===== src/rtl/conv_pe_tile_scheduler.sv =====
// rtl/conv_pe_tile_scheduler.sv - tile sequencer feeding the 4x4 systolic conv PE array
module conv_pe_tile_scheduler #(
    parameter int IMG_AW = 10,
    parameter int W_AW   = 10,
    parameter int RES_AW = 12,
    parameter int CNT_W  = 8
) (
    input  logic              clk,
    input  logic              rst,
    input  logic              i_start,
    input  logic [CNT_W-1:0]  i_num_pix_grp,
    input  logic [CNT_W-1:0]  i_num_ker_grp,
    input  logic [IMG_AW-1:0] i_img_base,
    input  logic [W_AW-1:0]   i_w_base,
    input  logic [RES_AW-1:0] i_res_base,
    output logic              o_busy,
    output logic              o_done,
    output logic              o_img_rd_en,
    output logic [IMG_AW-1:0] o_img_rd_addr,
    input  logic [143:0]      i_img_rd_data,
    output logic              o_w_rd_en,
    output logic [W_AW-1:0]   o_w_rd_addr,
    input  logic [143:0]      i_w_rd_data,
    output logic              o_arr_rst,
    output logic              o_arr_data_in_en,
    output logic [575:0]      o_arr_img,
    output logic [575:0]      o_arr_w,
    input  logic [63:0]       i_arr_data,
    input  logic              i_arr_data_en,
    output logic              o_res_we,
    output logic [RES_AW-1:0] o_res_addr,
    output logic [63:0]       o_res_data
);

    typedef enum logic [2:0] {
        S_IDLE, S_FETCH, S_WAIT, S_LAUNCH, S_DRAIN, S_DONE
    } state_t;

    state_t            state, state_nxt;
    logic [2:0]        f_cnt;
    logic [CNT_W-1:0]  p_cnt, k_cnt, num_p, num_k;
    logic [IMG_AW-1:0] img_base;
    logic [W_AW-1:0]   w_base;
    logic [RES_AW-1:0] res_base, t_cnt;
    logic [143:0]      img_stage [4];
    logic [143:0]      w_stage   [4];
    logic              array_free;
    logic [1:0]        beat_cnt;
    logic              res_we, res_last;
    logic [RES_AW-1:0] res_addr;
    logic [63:0]       res_data;

    logic beat_take, fourth_beat, free_now, last_pix, last_tile;

    assign beat_take   = i_arr_data_en & ~array_free;
    assign fourth_beat = beat_take & (beat_cnt == 2'd3);
    // Looking ahead at the 4th beat lets the next launch land exactly 17 cycles after the last.
    assign free_now    = array_free | fourth_beat;
    assign last_pix    = (p_cnt + CNT_W'(1)) == num_p;
    assign last_tile   = last_pix && ((k_cnt + CNT_W'(1)) == num_k);

    always_comb begin
        state_nxt = state;
        case (state)
            S_IDLE: begin
                if (i_start)
                    state_nxt = (i_num_pix_grp == '0 || i_num_ker_grp == '0) ? S_DONE : S_FETCH;
            end
            S_FETCH: begin
                if (f_cnt == 3'd4)
                    state_nxt = free_now ? S_LAUNCH : S_WAIT;
            end
            S_WAIT: begin
                if (free_now)
                    state_nxt = S_LAUNCH;
            end
            S_LAUNCH: state_nxt = last_tile ? S_DRAIN : S_FETCH;
            S_DRAIN: begin
                if (res_last)
                    state_nxt = S_DONE;
            end
            S_DONE:   state_nxt = S_IDLE;
            default:  state_nxt = S_IDLE;
        endcase
    end

    always_ff @(posedge clk) begin
        if (!rst) begin
            state      <= S_IDLE;
            f_cnt      <= '0;
            p_cnt      <= '0;
            k_cnt      <= '0;
            num_p      <= '0;
            num_k      <= '0;
            img_base   <= '0;
            w_base     <= '0;
            res_base   <= '0;
            t_cnt      <= '0;
            array_free <= 1'b1;
            beat_cnt   <= '0;
            res_we     <= 1'b0;
            res_last   <= 1'b0;
            res_addr   <= '0;
            res_data   <= '0;
            for (int i = 0; i < 4; i++) begin
                img_stage[i] <= '0;
                w_stage[i]   <= '0;
            end
        end else begin
            state <= state_nxt;
            if (state == S_IDLE && i_start) begin
                num_p    <= i_num_pix_grp;
                num_k    <= i_num_ker_grp;
                img_base <= i_img_base;
                w_base   <= i_w_base;
                res_base <= i_res_base;
                p_cnt    <= '0;
                k_cnt    <= '0;
                t_cnt    <= '0;
                f_cnt    <= '0;
            end
            if (state == S_FETCH) begin
                f_cnt <= (f_cnt == 3'd4) ? 3'd0 : f_cnt + 3'd1;
                if (f_cnt != 3'd0) begin
                    img_stage[2'(f_cnt - 3'd1)] <= i_img_rd_data;
                    w_stage[2'(f_cnt - 3'd1)]   <= i_w_rd_data;
                end
            end
            if (state == S_LAUNCH) begin
                array_free <= 1'b0;
                if (last_pix) begin
                    p_cnt <= '0;
                    k_cnt <= k_cnt + CNT_W'(1);
                end else begin
                    p_cnt <= p_cnt + CNT_W'(1);
                end
            end
            if (beat_take) begin
                beat_cnt <= beat_cnt + 2'd1;
                res_we   <= 1'b1;
                res_data <= i_arr_data;
                res_addr <= res_base + RES_AW'({t_cnt, 2'b00}) + RES_AW'(beat_cnt);
                // In DRAIN the outstanding tile is necessarily the job's last one.
                res_last <= fourth_beat && (state == S_DRAIN);
                if (fourth_beat) begin
                    array_free <= 1'b1;
                    t_cnt      <= t_cnt + RES_AW'(1);
                end
            end else begin
                res_we   <= 1'b0;
                res_last <= 1'b0;
            end
        end
    end

    assign o_busy           = (state == S_FETCH) || (state == S_WAIT) ||
                              (state == S_LAUNCH) || (state == S_DRAIN);
    assign o_done           = (state == S_DONE);
    assign o_img_rd_en      = (state == S_FETCH) && !f_cnt[2];
    assign o_w_rd_en        = o_img_rd_en;
    assign o_img_rd_addr    = img_base + IMG_AW'({p_cnt, 2'b00}) + IMG_AW'(f_cnt);
    assign o_w_rd_addr      = w_base + W_AW'({k_cnt, 2'b00}) + W_AW'(f_cnt);
    assign o_arr_rst        = ~rst;
    assign o_arr_data_in_en = (state == S_LAUNCH);
    assign o_arr_img        = {img_stage[0], img_stage[1], img_stage[2], img_stage[3]};
    assign o_arr_w          = {w_stage[0], w_stage[1], w_stage[2], w_stage[3]};
    assign o_res_we         = res_we;
    assign o_res_addr       = res_addr;
    assign o_res_data       = res_data;

endmodule


===== config.mk =====
export PLATFORM = sky130hd
export DESIGN_NAME = conv_pe_tile_scheduler
export DESIGN_NICKNAME = d
export VERILOG_FILES = /design/src/rtl/conv_pe_tile_scheduler.sv
export SDC_FILE = /design/constraint.sdc
export NUM_CORES = 2
export LEC_CHECK = 0
export CORE_AREA = 2 2 642 644
export CTS_BUF_LIST = sky130_fd_sc_hd__clkbuf_4
export CTS_CLUSTER_DIAMETER = 120
export CTS_CLUSTER_SIZE = 28
export DETAILED_ROUTE_END_ITERATION = 12
export DIE_AREA = 0 0 644 646
export GPL_TIMING_DRIVEN = 0
export PLACE_DENSITY = 0.34
export SYNTH_ARGS = -nofsm -noshare
export SYNTH_HDL_FRONTEND = slang
export SYNTH_SLANG_ARGS = --single-unit
export TNS_END_PERCENT = 5

===== constraint.sdc =====
create_clock -name clk -period 32.9 [get_ports clk]
set_input_delay 3.29 -clock clk [delete_from_list [all_inputs] [get_ports clk]]
set_output_delay 3.29 -clock clk [all_outputs]
set_load 0.01 [all_outputs]

==> summary.txt <==
Logic synthesis
  • Post-synthesis share of cell area spent on xor and xnor gates: 0.698%
  • Net Count, Synth: 3898
  • Simple logic cell fraction of the synthesized area: 18.2%
  • Dominant combinational cell family by area after synthesis: simple AND/OR/NAND/NOR gates
  • Post-Synth Adder-Cell Area: 1.42%
  • Count of flip-flops with a built-in enable after synthesis: 1152
  • Top flip-flop cell by instance count after synthesis: edfxtp_1
  • Share of the yosys chip area belonging to registers: 75.3%
  • Syn Std Cell Area: 50200 sq um
  • Async S/R FF share, synth: 0%
  • Post-synth cell types: 61
  • FF+latch count, synth: 1313
  • Synthesized area divided by synthesized cell count: 14.6 sq um
  • Mux contribution to synthesized area: 0.0199%
  • Yosys warnings: 0
  • Post-synthesis cell count: 3440
  • Complex-gate fraction of the synthesized area: 2.71%

Power
  • Pwr Density: 40.5 nW/um^2
  • Power Total: 3.10 mW
  • Leakage: 26.3 nW
  • IR drop worst, VDD: 0.0239 mV

Timing
  • Sum of negative setup slack: 0 ns
  • Min cycle time layout: 9.55 ns
  • Setup repair after global routing missed its margin: no
  • Endpoints failing setup: 0
  • Hold_ws: 0.478 ns
  • Upper clock frequency limit: 0.105 GHz
  • Hold Vio Cnt, Final: 0
  • Final slew viol count: 0
  • Share of the clock period used by the worst path: 29.0%
  • Final setup skew: 0.189 ns
  • Least-Margin Pin Slew: 1.16 ns
  • Headroom to the max-slew limit: 22.4%

Global routing
  • Number of global-route vias before repair: 36050
  • Maximum number of pins on one net before global-route repair: 60
  • Wire length of the first global-routing pass: 392000 um
  • Total overflow reported by the global router: 0
  • Overall Global Routing Usage: 14.4%
  • Antenna violations before repair: 105

Critical path
  • Crit path DAT: 6.26 ns
  • Kind of critical path: primary input to output port
  • Largest fanout of any net on the critical path: 10
  • Crit start category: primary input
  • Data required time of the critical path: 29.61 ns
  • Kind of capture point of the worst setup path: output port

Place
  • Routability congestion estimate: 0.893
  • Cell area after placement: 75100 sq um
  • HPWL after DPL: 258000 um
  • Count of input and output buffers: 1658

Drt
  • Via count normalized by instance count: 3.27
  • Detail-routed net length per standard cell: 28.8 um
  • Post-detailed-route DRC marker count: 0
  • Starting DRC count in detailed routing: 2303
  • Total Wirelength: 311000 um
  • Vias after detailed routing: 35309
  • Post-route ant nets: 0
  • Count of TritonRoute iterations in the first routing pass: 7

Clock tree
  • Number of sinks handled by clock tree synthesis: 1313
  • H-tree Lvls: 3
  • Clock transition at path regs: 0.20 ns
  • Cts hold-fix bufs: 0
  • Buffer cell driving the clock tree root: clkbuf_4
  • TritonCTS Buffers: 78
  • Cts repair resizes: 0
  • Post-CTS setup-driven buffer insertion count: 0
  • CTS tree: yes
  • Worst-case clock buffer depth: 4
  • Clock latency on the worst-skew pair: 1.39 ns

Die
  • # rows: 235
  • Die Outline Area: 416000 sq um
  • Chip Width: 644 um
  • Chip Height: 646 um
  • Number of top-level pins: 1659
  • Starting Density: 12.3%
  • Core box area: 409000 sq um

Cells and area
  • Final core area utilization: 18.7%
  • Final cell area excluding filler cells: 76400 sq um
  • Final-stage net count: 5707
  • Layout Area Growth over Synthesis: 52.2%
  • Share of post-route cells with drive strength above 1: 4.65%

Worst hold path
  • Path category of the worst min-delay check: flip-flop to flip-flop

Run status
  • Status: finished clean

Job
  • Number of max-cap violations: 0
[report_power, final]
group | internal [mW] | switching (mW)
Combinational | 0.174 | 0.224
Sequential | 1.87 | 0.0222
Clock | 0.162 | 0.647
[Yosys cell counts, drive strengths merged, types with 12 or more instances]
master  instances  area, sq um
a21oi         152          764
and2         1154         7220
buf            26          136
clkbuf        152          574
dfxtp         161         3220
edfxtp       1152        34600
ha             49          613
inv            30          113
nand2         280         1050
nand3          21          115
nor2           44          204
nor2b          12         75.1
nor3           18         90.1
o21ai          38          190
xnor2          25          219
xor2           15          131
[state kept, by name, indices dropped and copies added, names as in the netlist, 2 cells and up]
name	count
img_stage	576
w_stage	576
o_res_data	64
o_res_addr	12
res_base	12
img_base	10
t_cnt	10
w_base	10
k_cnt	8
num_k	8
num_p	8
p_cnt	8
f_cnt	3
state	3
beat_cnt	2
[layer usage]
layer / wire [um] / vias up / global-route usage, %
met5: 185 / - / 0
met4: 8380 / 28 / 3.66
met3: 23000 / 263 / 4.08
met2: 171000 / 1374 / 28.0
met1: 108000 / 18090 / 14.9
li1: - / 15554 / -
[worst paths after layout]
| check | endpoint | slack (ns) | from | depth (start not counted) |
|---|---|---|---|---|
| max | o_arr_rst | 23.35 | rst | 5 |
| min reg2reg | o_res_data[46]$_SDFFE_PN0P_ | 0.48 | o_res_data[46]$_SDFFE_PN0P_ | 2 |
| max reg2reg | img_stage[0][19]$_SDFFCE_PN0P_ | 27.33 | f_cnt[0]$_SDFFE_PN0P_ | 9 |
| min | o_res_data[46]$_SDFFE_PN0P_ | 0.48 | o_res_data[46]$_SDFFE_PN0P_ | 2 |
[per-stage QoR]
step	instances	setup slack [ns]
after floorplan	3440	7.70
after global placement	10549	-18.24
after detailed placement	10620	23.21
after CTS	10745	23.20
after global routing	10774	23.17
final	10804	23.35
[cells by family after synthesis]
group	after synthesis
flops	1313
fa+ha+maj	54
buf+inv	208
xor+xnor	40
simple gates	1585
mux	1
compound gates	239
[critical path, stage by stage]
cell and delay, ns:
clkdlybuf4s50_1 0.81, inv_1 0.21, buf_2 0.49, clkbuf_1 0.73
clkdlybuf4s50_1 0.69
[layout make-up]
class | count | area, sq um
Clock buffer | 83 | 623
Timing Repair Buffer | 1729 | 18000
Clock inverter | 42 | 562
Sequential cell | 1313 | 37800
Tap cell | 5451 | 6820
Multi-Input combinational cell | 1919 | 11600
Inverter | 30 | 113
Antenna cell | 59 | 148
Buffer | 178 | 724
Fill cell | 44608 | 332000
[placed cells by master, fill, tap and decap left out, types with 5 or more instances in the layout]
cell,Yosys,final
buf_12,0,28
edfxtp_1,1152,1152
and2_1,1154,1154
buf_2,10,10
o21ai_0,38,36
inv_6,0,5
or3_1,10,10
nor2b_1,12,12
or2_2,5,5
clkbuf_1,149,138
inv_16,0,6
nand4_1,6,6
ha_1,49,49
xnor2_1,25,25
a21oi_1,151,151
inv_1,30,30
clkdlybuf4s50_1,0,1658
clkbuf_4,0,83
fa_1,5,5
nor3_1,18,17
nand2b_1,10,9
o211ai_1,5,5
clkinv_16,0,5
nand2_1,279,279
buf_16,0,18
and3_1,9,9
nor2_1,40,40
nand3_1,19,19
dfxtp_1,161,161
clkinv_2,0,5
diode_2,0,59
clkbuf_2,3,14
a211oi_1,5,5
buf_8,0,23
buf_1,9,9
a21o_1,8,8
nor4_1,5,5
buf_4,7,7
xor2_1,15,15
Note: power is estimated with default switching activity, not from simulation.
